$ cat config.mk
export PLATFORM = sky130hd
export DESIGN_NAME = logic_unit_bist_ctrl
export DESIGN_NICKNAME = d
export VERILOG_FILES = /design/src/rtl/logic_unit_bist_ctrl.sv
export SDC_FILE = /design/constraint.sdc
export NUM_CORES = 1
export LEC_CHECK = 0
export ABC_AREA = 1
export BUFFER_PORTS_ARGS = -buffer_cell sky130_fd_sc_hd__buf_2
export CORE_MARGIN = 3
export CORE_UTILIZATION = 51
export CTS_CLUSTER_DIAMETER = 100
export DETAILED_ROUTE_END_ITERATION = 16
export HOLD_SLACK_MARGIN = 0.1
export PLACE_DENSITY_LB_ADDON = 0.3
export SYNTH_ARGS = -nofsm -noshare
export SYNTH_HDL_FRONTEND = slang
export SYNTH_SLANG_ARGS = --single-unit
$ cat constraint.sdc
create_clock -name clk -period 1.9 [get_ports clk]
set_input_delay 0.38 -clock clk [delete_from_list [all_inputs] [get_ports clk]]
set_output_delay 0.38 -clock clk [all_outputs]
set_load 0.02 [all_outputs]
$ cat src/rtl/logic_unit_bist_ctrl.sv
`default_nettype none
// ============================================================================
// Module      : logic_unit_bist_ctrl
// Description : Built-in self-test controller for a 4-function logic unit
//               (AND / OR / XOR / XNOR selected by a 2-bit Sel). On start it
//               walks every {Sel, A, B} vector, holds each one for
//               SETTLE_CYCLES, samples the unit's output for one cycle,
//               compares it with an internal golden model, counts mismatches
//               (saturating) and captures the first failing vector.
// Ports       : clk, rst_n (async, active-low)
//               start, abort            - sweep control
//               dut_out                 - output of the logic unit under test
//               A, B, Sel               - registered stimulus to the unit
//               busy, done, pass        - sweep status
//               err_count               - saturating mismatch count
//               first_fail_*            - capture of the first mismatch
// Revision    : 1.0 - initial release
// ============================================================================
module logic_unit_bist_ctrl #(
    parameter int WIDTH         = 4,
    parameter int SETTLE_CYCLES = 2,
    parameter int ERR_W         = 8
) (
    input  logic             clk,
    input  logic             rst_n,
    input  logic             start,
    input  logic             abort,
    input  logic [WIDTH-1:0] dut_out,
    output logic [WIDTH-1:0] A,
    output logic [WIDTH-1:0] B,
    output logic [1:0]       Sel,
    output logic             busy,
    output logic             done,
    output logic             pass,
    output logic [ERR_W-1:0] err_count,
    output logic             first_fail_valid,
    output logic [WIDTH-1:0] first_fail_A,
    output logic [WIDTH-1:0] first_fail_B,
    output logic [1:0]       first_fail_Sel,
    output logic [WIDTH-1:0] first_fail_got
);

    localparam int IDX_W = 2 * WIDTH + 2;
    localparam int SC_W  = (SETTLE_CYCLES > 1) ? $clog2(SETTLE_CYCLES) : 1;

    localparam logic [SC_W-1:0]  c_SETTLE_LAST = SC_W'(SETTLE_CYCLES - 1);
    localparam logic [IDX_W-1:0] c_IDX_LAST    = '1;
    localparam logic [ERR_W-1:0] c_ERR_MAX     = '1;

    localparam logic [1:0] c_ST_IDLE   = 2'd0;
    localparam logic [1:0] c_ST_SETTLE = 2'd1;
    localparam logic [1:0] c_ST_CHECK  = 2'd2;
    localparam logic [1:0] c_ST_DONE   = 2'd3;

    logic [1:0]       r_state;
    logic [IDX_W-1:0] r_idx;
    logic [SC_W-1:0]  r_settle_cnt;
    logic             r_pass;
    logic [ERR_W-1:0] r_err_count;
    logic             r_ff_valid;
    logic [WIDTH-1:0] r_ff_a;
    logic [WIDTH-1:0] r_ff_b;
    logic [1:0]       r_ff_sel;
    logic [WIDTH-1:0] r_ff_got;

    logic [WIDTH-1:0] w_a;
    logic [WIDTH-1:0] w_b;
    logic [1:0]       w_sel;
    logic [WIDTH-1:0] w_golden;
    logic             w_mismatch;

    // The vector index is laid out as {Sel, A, B}, so a plain increment walks
    // B innermost and Sel outermost, and the stimulus is a direct slice of it.
    assign w_sel = r_idx[IDX_W-1 -: 2];
    assign w_a   = r_idx[2*WIDTH-1 -: WIDTH];
    assign w_b   = r_idx[WIDTH-1:0];

    always_comb begin
        w_golden = '0;
        case (w_sel)
            2'b00:   w_golden = w_a & w_b;
            2'b01:   w_golden = w_a | w_b;
            2'b10:   w_golden = w_a ^ w_b;
            default: w_golden = ~(w_a ^ w_b);
        endcase
    end

    assign w_mismatch = (dut_out != w_golden);

    always_ff @(posedge clk or negedge rst_n) begin
        if (!rst_n) begin
            r_state      <= c_ST_IDLE;
            r_idx        <= '0;
            r_settle_cnt <= '0;
            r_pass       <= 1'b0;
            r_err_count  <= '0;
            r_ff_valid   <= 1'b0;
            r_ff_a       <= '0;
            r_ff_b       <= '0;
            r_ff_sel     <= '0;
            r_ff_got     <= '0;
        end else begin
            case (r_state)
                c_ST_IDLE, c_ST_DONE: begin
                    if (abort) begin
                        // Leaving DONE drops the result flags; error capture
                        // stays readable until the next start.
                        r_state      <= c_ST_IDLE;
                        r_idx        <= '0;
                        r_settle_cnt <= '0;
                        r_pass       <= 1'b0;
                    end else if (start) begin
                        r_state      <= c_ST_SETTLE;
                        r_idx        <= '0;
                        r_settle_cnt <= '0;
                        r_pass       <= 1'b0;
                        r_err_count  <= '0;
                        r_ff_valid   <= 1'b0;
                        r_ff_a       <= '0;
                        r_ff_b       <= '0;
                        r_ff_sel     <= '0;
                        r_ff_got     <= '0;
                    end
                end

                c_ST_SETTLE: begin
                    if (abort) begin
                        r_state      <= c_ST_IDLE;
                        r_idx        <= '0;
                        r_settle_cnt <= '0;
                        r_pass       <= 1'b0;
                    end else begin
                        r_settle_cnt <= r_settle_cnt + 1'b1;
                        if (r_settle_cnt == c_SETTLE_LAST) begin
                            r_state <= c_ST_CHECK;
                        end
                    end
                end

                c_ST_CHECK: begin
                    if (abort) begin
                        // The vector being checked is discarded, not scored.
                        r_state      <= c_ST_IDLE;
                        r_idx        <= '0;
                        r_settle_cnt <= '0;
                        r_pass       <= 1'b0;
                    end else begin
                        if (w_mismatch) begin
                            if (r_err_count != c_ERR_MAX) begin
                                r_err_count <= r_err_count + 1'b1;
                            end
                            if (!r_ff_valid) begin
                                r_ff_valid <= 1'b1;
                                r_ff_a     <= w_a;
                                r_ff_b     <= w_b;
                                r_ff_sel   <= w_sel;
                                r_ff_got   <= dut_out;
                            end
                        end
                        if (r_idx != c_IDX_LAST) begin
                            r_idx        <= r_idx + 1'b1;
                            r_settle_cnt <= '0;
                            r_state      <= c_ST_SETTLE;
                        end else begin
                            r_state <= c_ST_DONE;
                            // Fold in the last vector's result, which is not
                            // yet visible in the registered error state.
                            r_pass  <= ~(r_ff_valid | w_mismatch);
                        end
                    end
                end

                default: begin
                    r_state <= c_ST_IDLE;
                end
            endcase
        end
    end

    assign A                = w_a;
    assign B                = w_b;
    assign Sel              = w_sel;
    assign busy             = (r_state == c_ST_SETTLE) || (r_state == c_ST_CHECK);
    assign done             = (r_state == c_ST_DONE);
    assign pass             = r_pass;
    assign err_count        = r_err_count;
    assign first_fail_valid = r_ff_valid;
    assign first_fail_A     = r_ff_a;
    assign first_fail_B     = r_ff_b;
    assign first_fail_Sel   = r_ff_sel;
    assign first_fail_got   = r_ff_got;

endmodule
`default_nettype wire

Yosys cells after proc, flatten, opt, wreduce, memory -nomap -nowiden
Cells that the tools add are included.

word-level totals
  ROM bits = 0
  memories kept = 0
  register bits after elaboration = 37
  latch bits = 0
  RAM bits = 0
  output and inout port bits = 36

operators by class
  add/sub/neg operators = 3
  reduce and logical (&&, ||, !) cells = 12
  mux-type cells = 54
  equal/unequal tests = 19
  multiply operators = 0
  bitwise logic cells = 6
  magnitude comparators = 0
  divide/modulo/power cells = 0
  shift operators = 0

operator list
  cell                                                 number
  two-way mux 10 bit                                   5
  two-way mux 4 bit                                    11
  two-way mux 8 bit                                    5
  one-hot mux 10 bit (3 select lines)                  1
  one-hot mux 4 bit (2 select lines)                   3
  two-way mux 2 bit                                    11
  one-hot mux 8 bit (2 select lines)                   1
  inequality test 2 bit, second input constant         7
  inequality test 3 bit, second input constant         4
  one-hot mux 4 bit (3 select lines)                   1
  AND reduction 6 bit                                  2
  two-way mux 1 bit                                    11
  adder 10 x 1 -> 10 bit, second input constant        1
  inequality test 10 bit, second input constant        1
  adder 8 x 1 -> 8 bit, second input constant          1
  inequality test 8 bit, second input constant         1
  equality test 2 bit, second input constant           3
  one-hot mux 1 bit (3 select lines)                   2
  one-hot mux 2 bit (3 select lines)                   1
  AND reduction 3 bit                                  2
  AND reduction 5 bit                                  1
  AND 4 bit                                            1
  equality test 2 x 1 -> 1 bit, second input constant  2
  zero test 2 bit                                      2
  13 further kinds                                     14

Logic depth before layout (Yosys ltp)
Gate-level depths: netlist of the first run.

  depth in word-level cells = 9
  mapped depth = 14
  mapped depth without buffers = 13

Least setup slack after synthesis of the first run
No wires, ideal clock.

  path type = flip-flop to flip-flop
  start point = register r_idx[7]
  end point = register r_ff_a[1] (netlist: first_fail_A[1])
  clock period less this slack = 2016 ps
  stages on the path, launching flop included = 12
  required time = 1782 ps
  path slack = -116 ps
  arrival = 1898 ps
  library setup time = 118 ps
  buffers on the path = 1
  cell sequence = dfrtp_1 > inv_1 > ha_1 > o21ai_0 > nand3_2 > nand3b_1 > nand2_2 > nor2_4 > nand2_4 > buf_2 > nand4_1 > nand2_1

on the way
  word-level cells in the longest chain between the ends = 6
  elaborated cells on any way between the ends = 8
  classes of those cells = 2 x eq/ne; 1 x mux; 4 x bitwise; 1 x reduce/logical

RTL lines
  item                                  line    text
  start, declared                       56      logic [IDX_W-1:0] r_idx;
  start signal, assigned                161     r_idx <= r_idx + 1'b1;
  XOR 4 bit                             83, 84
  NOT 4 bit                             84      default: w_golden = ~(w_a ^ w_b);
  one-hot mux 4 bit (3 select lines) *  80      case (w_sel)
  inequality test 4 bit *               88      assign w_mismatch = (dut_out != w_golden);
  inequality test 2 bit (no line) *     -
  AND reduction 6 bit (no line) *       -
  end signal, assigned                  154     r_ff_a <= w_a;
  end, declared                         61      logic [WIDTH-1:0] r_ff_a;

Every way passes the cells marked *; elsewhere a longest branch is shown, timed or not.
A chain may end at the register's enable or synchronous reset.

Worst setup path in the final report of the first run
  start point = register r_idx[2]
  end point = register r_ff_sel[0] (netlist: first_fail_Sel[0])

on the way
  word-level cells in the longest chain between the ends = 6
  elaborated cells on any way between the ends = 8
  classes of those cells = 2 x eq/ne; 1 x mux; 4 x bitwise; 1 x reduce/logical

RTL lines
  item                                  line    text
  XOR 4 bit                             83, 84
  NOT 4 bit                             84
  one-hot mux 4 bit (3 select lines) *  80
  inequality test 4 bit *               88
  inequality test 2 bit (no line) *     -
  AND reduction 6 bit (no line) *       -
  end signal, assigned                  156     r_ff_sel <= w_sel;
  end, declared                         63      logic [1:0] r_ff_sel;

Marked as above.

==> results.txt, run 1 <==
- Synthesis-stage register bit count: 37
- Vias: approximately 2400
- Post-synthesis instance total: between 300 and 400
- In the routed design, unresolved DRC markers number 0.
* Worst setup path category: reg2reg
- In this run the worst path has a maximum fanout of 7.
- Detailed Routing Iterations Pass 1: 4
* Area of the mapped netlist: roughly 0.0024 mm2
* Largest incremental delay on the critical path: roughly 0.41 ns
* Area share of the largest cell type after synthesis: 0.379
- Number of enable flip-flop cells after synthesis: 0
- The max-slew violation count came to 0.
- Number of distinct library cells after synthesis: 33
- The tool flagged a number of max-cap violations equal to 0.
- Initial Util: 0.543
- The run finished with clean final reports.
- Least-Margin Pin Slew: 0.463 ns
* Most instantiated flip-flop cell in the synthesis netlist: sky130_fd_sc_hd__dfrtp_1
- Nature of the critical path startpoint: register
- VDD sags by at most approximately 0.60 mV.
* Setup repair after global routing missed its margin: true
* Class of the tightest hold or removal check: in2reg
- Power comes to 2340 uW.
- Headroom to the max-slew limit came out at 0.692.
- Final min period: between 1.5 and 2 ns
- Number of clock buffers inserted by TritonCTS: 5
* Final setup vio count: 0
* Synthesis warning total: 0
* Final-stage net count: between 400 and 500
- Cell family with most CP delay: simple AND/OR/NAND/NOR gates
* Starting DRT DRC Count: 180
* Async SR Flop Fraction: 1.00
- Entering global routing, the biggest net connects 23 pins.
- Fmax: ~0.54 GHz
- The congestion estimate from routability-driven global placement came to about 0.93.
* First-pass GRT wire length: between 9 and 10 mm
* Vertical die dimension: ~75 um
- Maximum root-to-sink buffer count: 2
- Clock sink total: 37
* Setup clock skew after layout: ~0.0082 ns
- WL per Instance: 14.9 um
- Number of antenna violations at the first check in global routing: 0
* Highest-delay cell along the critical path: sky130_fd_sc_hd__dfrtp_1
- After detailed routing, the number of vias per cell comes to 5.45.
- The repair_antennas step left the layout with diodes totalling 0.
* Total Wirelength: about 6.5 mm
- In this run the power density over the cells is 735 mW/mm2.
* Final-report hold violation count: 0
- Final worst-path cycle share: 0.981
* Post-synthesis area per instance: between 7 and 8 um2
* Port-buffer cells: 43
- The root buffer cell chosen for the clock tree is sky130_fd_sc_hd__clkbuf_8.
- Syn nets: roughly 330
* Sequential share of the synthesized area: 0.379
* Post-place instance area: roughly 0.0029 mm2
* Half-perimeter wire length after detailed placement: between 4 and 5 mm
- For this design the static power due to leakage is around 0.0017 uW.
* Number of top-level pins: 44
- Global routing finished with a remaining overflow of 0.
* Share of cells above drive strength 1: 0.379
- The via count of the first global-routing pass was between 2000 and 2500.
* Worst-path cell chain: inv_2, ha_4, o21ai_2, nand3_2, nand3b_1, nand2_2, nor2_4, nand2_4, clkbuf_16, nand4_1, nand2_1
- Clock latency on the worst-skew pair, taken at its later pin, is roughly 0.3 ns.
* Total negative setup slack: 0 ns
- Core Area: about 0.0045 mm2
* Deepest level of the CTS H-tree: 2
* Top area cells in the synthesized netlist: sky130_fd_sc_hd__dfrtp_1 (38%), sky130_fd_sc_hd__nand2_1 (12%), sky130_fd_sc_hd__ha_1 (6.7%), sky130_fd_sc_hd__nand3_2 (6.1%), sky130_fd_sc_hd__nand4_1 (5.6%)
* Final ANT Viol Nets: 0
- At the worst endpoint, the required time is approximately 2.1 ns.
* CTS tree: built
- For this run, the share of the core covered by cells in the final layout is 0.706.
- Across every metal layer, demand over resource in global routing totals 0.231.
- Element type at the critical path end: register
- Data on the critical path arrives at its endpoint at between 2 and 2.5 ns.
* Die Outline Area: 0.00566 mm2
- The number of buffers and inverters on the critical path is 2.
* Relative area change from synthesis to final layout: 30.0%
- Clock-pin slew was measured on the worst setup and hold paths at roughly 0.080 ns.
- In this run the horizontal extent of the chip is about 75 um.
- Cell taking the most area after synthesis: sky130_fd_sc_hd__dfrtp_1
* Total number of placement rows: 24
- Final non-filler cell area: roughly 0.0032 mm2
registers in the layout (all words and copies together) (netlist names):
| signal | cells |
|---|---|
| first_fail_valid | 1 |
| pass | 1 |
| r_state | 2 |
| first_fail_A | 4 |
| r_idx | 10 |
| first_fail_Sel | 2 |
| err_count | 8 |
| first_fail_B | 4 |
| first_fail_got | 4 |
| r_settle_cnt | 1 |
cells in the final DEF, fill, tap and decap left out, drive strengths merged, types with 2 or more instances in the layout:
cell,synthesis,routed
ha,13,13
nand3b,6,6
nand4,22,22
nor3,5,5
nand2,87,87
inv,33,33
nor2,18,18
o21ai,21,21
buf,6,74
a21oi,6,6
clkbuf,3,7
nand3,40,40
dfrtp,37,37
xor2,4,4
clkinv,0,2
what timing repair did:
| item | CTS | global route |
|---|---|---|
| hold endpoints to repair | 18 | 0 |
| resized for setup | 2 | 29 |
| gates cloned | 0 | 1 |
| hold buffers | 1 | 0 |
| buffers inserted | 0 | 8 |
| endpoints found under the setup margin | 10 | 28 |
| pin swaps | 0 | 13 |
where the power goes:
part / switching, uW / leakage (uW) / total (uW) / internal, uW
Combinational: 578 / 0.00112 / 854 / 276
Sequential: 40.4 / 0.000499 / 883 / 842
Clock: 306 / 0.0000512 / 600 / 294
routing by layer:
metal	vias to the layer above	routed length, um	global-route usage
li1	1182	-	-
met1	1097	2830	0.314
met2	80	3190	0.368
met3	12	313	0.0521
met4	0	124	0.0699
met5	-	0	0
metrics by stage:
step                      setup WS, ns  hold slack, ns  std cells
after detailed placement       -0.0187           0.352        417
after global routing           -0.0559           0.371        435
after global placement          0.0416           0.350        417
after CTS                      -0.0175           0.364        426
after floorplan                0.00412          0.0844        308
final                           0.0365           0.364        435
path summary, 6_finish.rpt:
check / slack, ns / cells past startpoint / start / end
worst max-delay path: 0.04 / 11 / r_idx[2] / first_fail_Sel[0]
worst min-delay path: 0.36 / 3 / dut_out[0] / first_fail_got[0]
worst max register to register: 0.04 / 11 / r_idx[2] / first_fail_Sel[0]
worst min register to register: 0.50 / 2 / err_count[7] / err_count[7]
max in group asynchronous: 0.73 / 3 / rst_n / r_idx[4]
min in group asynchronous: 0.56 / 2 / rst_n / first_fail_Sel[0]
cells in the mapped netlist (all sizes together) (3+ instances only):
cell type and number:
nand2 87, nand3 40, dfrtp 37, inv 33, nand4 22, o21ai 21, nor2 18, ha 13
a21oi 6, buf 6, nand3b 6, nor3 5, xor2 4, clkbuf 3
cell families (layout without fill, tap and decap cells):
family / after synthesis / count (layout) / synth area share
buf+inv: 42 / 117 / 0.0783
xor+xnor: 4 / 4 / 0.0143
compound gates: 31 / 31 / 0.0686
fa+ha+maj: 13 / 13 / 0.0665
simple gates: 181 / 181 / 0.394
flops: 37 / 37 / 0.379
worst reg2reg max path: cells and delay by family, from the launching register on:
kind | cells | cell delay [ns]
buffers and inverters | 2 | 0.28
and+or+nand+nor | 7 | 0.72
DFF | 1 | 0.41
AOI/OAI and AO/OA | 1 | 0.14
adders and majority gates | 1 | 0.22
final cells by class:
class,count,area [um2]
Sequential cell,37,936
Multi-Input combinational cell,229,1440
Tap cell,52,65.1
Timing Repair Buffer,76,515
Clock inverter,2,13.8
Fill cell,352,1330
Clock buffer,6,82.6
Inverter,33,126
(Power assumes the default switching activity.)
==> inputs of run 2 (changes only) <==
--- a/config.mk
+++ b/config.mk
@@ -7,12 +7,13 @@
 export LEC_CHECK = 0
 export ABC_AREA = 1
 export BUFFER_PORTS_ARGS = -buffer_cell sky130_fd_sc_hd__buf_2
-export CORE_MARGIN = 3
+export CORE_MARGIN = 1.5
 export CORE_UTILIZATION = 51
 export CTS_CLUSTER_DIAMETER = 100
 export DETAILED_ROUTE_END_ITERATION = 16
 export HOLD_SLACK_MARGIN = 0.1
 export PLACE_DENSITY_LB_ADDON = 0.3
+export RECOVER_POWER = 100
 export SYNTH_ARGS = -nofsm -noshare
 export SYNTH_HDL_FRONTEND = slang
 export SYNTH_SLANG_ARGS = --single-unit
==> run 2 against run 1 <==
Against the previous run:
- sequential power about the same
- setup slack better by 0.0096 ns
- first-iteration DRC count up 2.8%
- via count up 0.93%
- critical endpoint unchanged
- largest power group unchanged
- highest routed layer unchanged
==> results.txt, run 2 (synthesized netlist as in run 1, its figures left out) <==
- Minimum hold slack: approximately 0.37 ns
- Of the available clock period, the critical path in the final layout requires 0.976.
- Relative area change from synthesis to final layout: 26.6%
- The final hold violation count is 0.
- Across the whole layout, storage elements account for about 930 um2.
- In this run the tool buffered the top-level ports with 43 buffer cells.
* Final-stage net count: 402
- The longest clock path from root to sink contains 2 buffers.
- For the pin with the worst max-slew slack, the measured transition is roughly 1.0 ns.
- Element type at the critical path end: register
* Setup clock skew after layout: around 0.0060 ns
* Setup repair after global routing missed its margin: true
* Pins Over Slew Limit: 0
- Setup violations remaining at the end of the flow were counted as 0.
- Number of top-level pins: 44
- Vias: approximately 2400
* LEAKAGE: ~0.0015 uW
- Detailed Routing Iterations Pass 1: 4
- Worst rel slew slack: 0.300
* Width of the chip: 72.2 um
- Leaving out fill and tap cells, the most frequent cell in the layout is sky130_fd_sc_hd__nand2_1.
* IR drop worst, VDD: between 0.4 and 0.5 mV
- Half-perimeter wire length after detailed placement: roughly 4.6 mm
- After detailed routing, the number of remaining DRC violations is 0.
- Final ANT Viol Nets: 0
- Initial Util: 0.525
* Root buffer cell: sky130_fd_sc_hd__clkbuf_8
- The first global-routing pass estimated a little under 10 mm of wire.
- In the routed layout, each cell is associated on average with a via count of between 5 and 6.
- Max-cap viol count: 0
- Via count of the first global-routing pass: between 2000 and 2500
- The core region is between 0.004 and 0.005 mm2.
* Instance count after placement with tap cells included: ~420
- Fillcell total: 397
- Clock transition at path regs: ~0.08 ns
* Clock latency on the worst-skew pair: between 0.2 and 0.3 ns
- Global routing finished with a remaining overflow of 0.
- TritonCTS built the clock tree.
- Of the total power, the clock network draws 0.288.
* Number of inserted diodes: 0
* Multi-input gate area: roughly 0.0014 mm2
* Switching part of the total power: 0.381
- Nature of the critical path startpoint: register
- Most frequent cells in the layout: sky130_fd_sc_hd__nand2_1 (78), sky130_fd_sc_hd__clkbuf_1 (35), sky130_fd_sc_hd__dfrtp_1 (31)
* Class of the tightest hold or removal check: in2reg
- For this design the total switching power over the nets is between 900 and 1000 uW.
- Of the total power, registers draw 0.365.
- Weighted congestion reported at the end of routability-driven placement: roughly 0.92
* Share of cells above drive strength 1: 0.262
* Endpoint required time on the critical path: around 2.1 ns
- The number of antenna violations at the first check in global routing came to 0.
- Register name with the most flops: r_idx
* Max reg flops: 10
- OpenSTA, run right after detailed placement, puts the worst setup slack at -0.0317 ns.
- Internal power: about 1500 uW
- Comb pwr share: 0.347
* Fmax: around 0.54 GHz
* Deepest level of the CTS H-tree: 2
* Total number of placement rows: 25
* Die Outline Area: around 0.0052 mm2
* Final non-filler cell area: about 0.0031 mm2
* P per Cell Area: between 700 and 800 mW/mm2
* Total Wirelength: 6.27 mm
* WL per Instance: between 10 and 15 um
- Final min period: 1.85 ns
- Final Instance Count excl. Fillers: roughly 440
- Vertical die dimension: 72.2 um
- Of all nets on the critical path, the largest fanout is 7.
- Number of clock buffers inserted by TritonCTS: 5
- CTS saw 37 sinks.
- Critical path arrival: ~2.0 ns
- For this run, the total global-route usage over all layers was measured as 0.242.
* Post-route worst setup slack: around 0.046 ns
- After the first detailed-routing iteration, the DRC count stood at between 150 and 200.
* Status: finished, final reports clean
* Largest net degree at the start of global routing: 30
- Summing all placed instances gives a cell area of slightly below 0.003 mm2.
- The critical path in this run is classified as reg2reg.
run 2: path summary, 6_finish.rpt:
kind	end	cells past startpoint	from	slack, ns
worst max-delay path	first_fail_Sel[0]	11	r_idx[3]	0.05
worst min-delay path	first_fail_got[3]	3	dut_out[3]	0.37
worst max register to register	first_fail_Sel[0]	11	r_idx[3]	0.05
worst min register to register	first_fail_got[3]	2	first_fail_got[3]	0.51
max in group asynchronous	r_idx[7]	3	rst_n	0.22
min in group asynchronous	first_fail_B[0]	2	rst_n	0.78
run 2: cell type report:
cell class	instances	area share
repair buffers	75	0.147
well taps	54	0.0218
inverters	33	0.0400
flip-flops and latches	37	0.302
clock buffers	5	0.0222
clock inverters	3	0.0150
multi-input cells	229	0.452
run 2: through the flow:
| stage | total power, uW | util | setup TNS [ns] |
|---|---|---|---|
| floorplan | 1450 | - | 0 |
| global placement | 1700 | 0.621 | 0 |
| detailed placement | 1720 | 0.621 | -0.0335 |
| CTS | 2420 | 0.649 | -0.0142 |
| global route | 2560 | 0.664 | -0.786 |
| finish | 2430 | 0.664 | 0 |
run 2: per-layer routing:
metal,GRT usage,part of all wire,up-vias
met4,0.119,0.033,0
met2,0.387,0.46,90
met5,0,0,-
met3,0.0403,0.058,24
met1,0.319,0.45,1099
li1,-,-,1180
run 2: timing repair:
item,CTS,global route
setup endpoints to repair,8,25
gates cloned,0,1
hold buffers,1,0
gates resized for setup,1,20
hold endpoints to repair,16,0
pin swaps,0,15
buffers inserted,0,3
run 2: worst max-delay path, stage by stage, from the launching register on:
cell and delay, ns:
sky130_fd_sc_hd__dfrtp_2 0.40, sky130_fd_sc_hd__inv_1 0.11, sky130_fd_sc_hd__ha_4 0.22, sky130_fd_sc_hd__o21ai_2 0.14
sky130_fd_sc_hd__nand3_2 0.11, sky130_fd_sc_hd__nand3b_1 0.11, sky130_fd_sc_hd__nand2_2 0.08, sky130_fd_sc_hd__nor2_4 0.14
sky130_fd_sc_hd__nand2_4 0.14, sky130_fd_sc_hd__clkbuf_16 0.18, sky130_fd_sc_hd__nand4_1 0.07, sky130_fd_sc_hd__nand2_1 0.05
run 2: power groups by stage:
stage / Combinational [uW] / Sequential, uW / Clock [uW]
floorplan: 507 / 944 / 0
global placement: 801 / 897 / 0
detailed placement: 817 / 899 / 0
CTS: 827 / 885 / 711
global route: 926 / 892 / 744
finish: 842 / 886 / 699
==> inputs of run 3 (changes only) <==
--- a/config.mk
+++ b/config.mk
@@ -14,6 +14,7 @@
 export HOLD_SLACK_MARGIN = 0.1
 export PLACE_DENSITY_LB_ADDON = 0.3
 export RECOVER_POWER = 100
+export REMOVE_ABC_BUFFERS = 1
 export SYNTH_ARGS = -nofsm -noshare
 export SYNTH_HDL_FRONTEND = slang
 export SYNTH_SLANG_ARGS = --single-unit
==> run 3 against run 2 <==
Against the previous run:
- first-iteration DRC count decreased by 17%
- hold slack got worse by 0.0075 ns
- combinational power decreased by 1%
- wire length decreased by 3.6%
- fmax decreased by 0.12%
- total power increased by 0.37%
- sequential power increased by 0.7%
- cell area increased by 0.28%
- sequential share of layout area decreased by 0.21 points
- critical path depth unchanged
- highest routed layer unchanged
==> results.txt, run 3 (synthesized netlist as in run 1, its figures left out) <==
* Critical path arrival: approximately 2 ns
- P per Cell Area: 785 mW/mm2
* Post-placement worst setup slack: -0.00386 ns
- Count of buffering cells on the critical path with inverters included: 2
* Final routed DRC violation total: 0
* Deepest level of the CTS H-tree: 2
- Share of cells above drive strength 1: 0.268
- Setup clock skew after layout: 0.00926 ns
- Final ANT Viol Nets: 0
- Initial Util: 0.525
* Register-to-Register Setup Slack: 0.04 ns
- Starting DRT DRC Count: approximately 150
* Register name with the most flops: r_idx
- The run finished with clean final reports.
- Counting along the longest clock path gives a buffer depth of 2.
- The congestion estimate from routability-driven global placement came to approximately 0.92.
- Fillcell total: approximately 400
- Worst setup path category: reg2reg
- TritonCTS built the clock tree.
* Worst rel slew slack: 0.306
- LEAKAGE: approximately 0.0015 uW
- Core Area: 0.00466 mm2
* Cell family with most CP delay: simple AND/OR/NAND/NOR gates
- Counting I/O delays and the setup requirement, the final critical path takes between 1.5 and 2 ns.
- Post-place instance area: ~0.0029 mm2
* Worst-path cell chain: inv_2, ha_1, o21ai_2, nand3_2, nand3_1, nand2_1, nor2_4, nand2_4, clkbuf_16, nand4_1, nand2_1
- Fmax: approximately 0.54 GHz
* Detailed Routing Iterations Pass 1: 4
* Number of antenna violations at the first check in global routing: 0
* Total overflow reported by the global router: 0
* Via count of the first global-routing pass: between 2000 and 2500
- CTS placed an instance of sky130_fd_sc_hd__clkbuf_8 at the clock tree root.
* Final-stage net count: ~400
- Detailed routing inserted a total of approximately 2400 vias.
* Class of the tightest hold or removal check: in2reg
- Most frequent cells in the layout: sky130_fd_sc_hd__nand2_1 (78), sky130_fd_sc_hd__dfrtp_1 (34), sky130_fd_sc_hd__clkbuf_1 (29)
- Half-perimeter wire length after detailed placement: between 4 and 5 mm
* Final setup vio count: 0
- Relative area change from synthesis to final layout: 27.0%
- Largest net degree at the start of global routing: 23
- Vertical die dimension: just over 70 um
- Setup repair after global routing missed its margin: true
- Die Outline Area: between 0.005 and 0.006 mm2
* Element type at the critical path end: register
- Most common cell after layout, fill and taps aside: sky130_fd_sc_hd__nand2_1
- For this run, the slowest stage of the critical path takes approximately 0.36 ns.
- In this run the worst path has a maximum fanout of 7.
- Final-report hold violation count: 0
* Clock latency on the worst-skew pair: 0.29 ns
* Max reg flops: 10
- Port buffering added 43 buffers.
* IR drop worst, VDD: 0.445 mV
- Least-Margin Pin Slew: 1.04 ns
- The die is 72.2 um wide.
- First-pass GRT wire length: slightly below 10 mm
- Post-route worst setup slack: roughly 0.044 ns
- Counting stages on the worst path, the most repeated cell is sky130_fd_sc_hd__nand2_1.
- The max-slew violation count is 0.
- Max-cap violations in this run came to 0.
- Clock tree synthesis inserted a total of 5 buffers.
- Data on the critical path is required at its endpoint by between 2 and 2.5 ns.
- WL per Instance: about 14 um
- Highest-delay cell along the critical path: sky130_fd_sc_hd__dfrtp_1
- Routed vias/inst: 5.47
- Across every metal layer, demand over resource in global routing totals 0.239.
* Number of inserted diodes: 0
- Counting every sink on the clock net gives 37.
- Total Wirelength: between 6 and 7 mm
* Final non-filler cell area: around 0.0031 mm2
- Nature of the critical path startpoint: register
- Number of top-level pins: 44
- Total number of placement rows: 25
* Final worst-path cycle share: 0.977
- Clock transition at path regs: approximately 0.080 ns
run 3: cell count changes in the layout (fill, tap and decap cells not counted), sizes merged:
cell	before	now
clkbuf	43	36
clkinv	1	0
buf	36	44
clkinvlp	1	0
run 3: final timing paths:
path / start / to / depth (start not counted)
worst max-delay path: r_idx[5] / first_fail_got[0] / 11
worst min-delay path: dut_out[2] / first_fail_got[2] / 3
worst max register to register: r_idx[5] / first_fail_got[0] / 11
worst min register to register: first_fail_B[0] / first_fail_B[0] / 2
max in group asynchronous: rst_n / r_idx[8] / 2
min in group asynchronous: rst_n / err_count[5] / 2
run 3: stage by stage:
stage,total power [uW],hold slack (ns),utilization,std cells,TNS (ns)
6_report,2440,0.364,0.666,435,0
3_5_place_dp,1700,0.339,0.616,419,-0.00386
4_1_cts,2430,0.355,0.645,428,0
5_1_grt,2570,0.366,0.666,435,-0.428
2_1_floorplan,1390,0.0844,-,299,-7.98
3_3_place_gp,1690,0.338,0.616,419,0
run 3: worst reg2reg max path, cell delays in order (launching register included):
cell and delay, ns:
sky130_fd_sc_hd__dfrtp_1 0.36, sky130_fd_sc_hd__inv_2 0.06, sky130_fd_sc_hd__ha_1 0.32, sky130_fd_sc_hd__o21ai_2 0.14, sky130_fd_sc_hd__nand3_2 0.09, sky130_fd_sc_hd__nand3_1 0.07, sky130_fd_sc_hd__nand2_1 0.09, sky130_fd_sc_hd__nor2_4 0.17
sky130_fd_sc_hd__nand2_4 0.14, sky130_fd_sc_hd__clkbuf_16 0.19, sky130_fd_sc_hd__nand4_1 0.08, sky130_fd_sc_hd__nand2_1 0.06
run 3: repair_timing:
item | CTS | global route
pin swaps | 0 | 9
endpoints found under the setup margin | 2 | 24
gates resized for setup | 1 | 21
hold buffers | 1 | 0
gates cloned | 0 | 1
hold endpoints to repair | 16 | 0
buffers inserted | 0 | 6
run 3: report_power, final:
part | total, uW | switching [uW] | internal (uW) | leakage (uW)
sequential | 892 | 48.4 | 844 | 0.000507
clock | 709 | 281 | 428 | 0.0000585
combinational | 834 | 565 | 269 | 0.000966
run 3: final cells by class:
type | count | area [um2] | area share
multi-input combinational | 229 | 1400 | 0.450
inverter | 33 | 124 | 0.0399
clock buffer | 7 | 86.3 | 0.0278
timing repair buffer | 74 | 470 | 0.152
tap | 54 | 67.6 | 0.0218
sequential | 37 | 930 | 0.299
clock inverter | 1 | 30.0 | 0.00967
run 3: per-layer routing:
layer,global-route usage,part of all wire,vias to the layer above
li1,-,-,1176
met1,0.332,0.46,1122
met2,0.379,0.46,76
met3,0.0486,0.066,7
met4,0.0734,0.014,0
met5,0,0,-
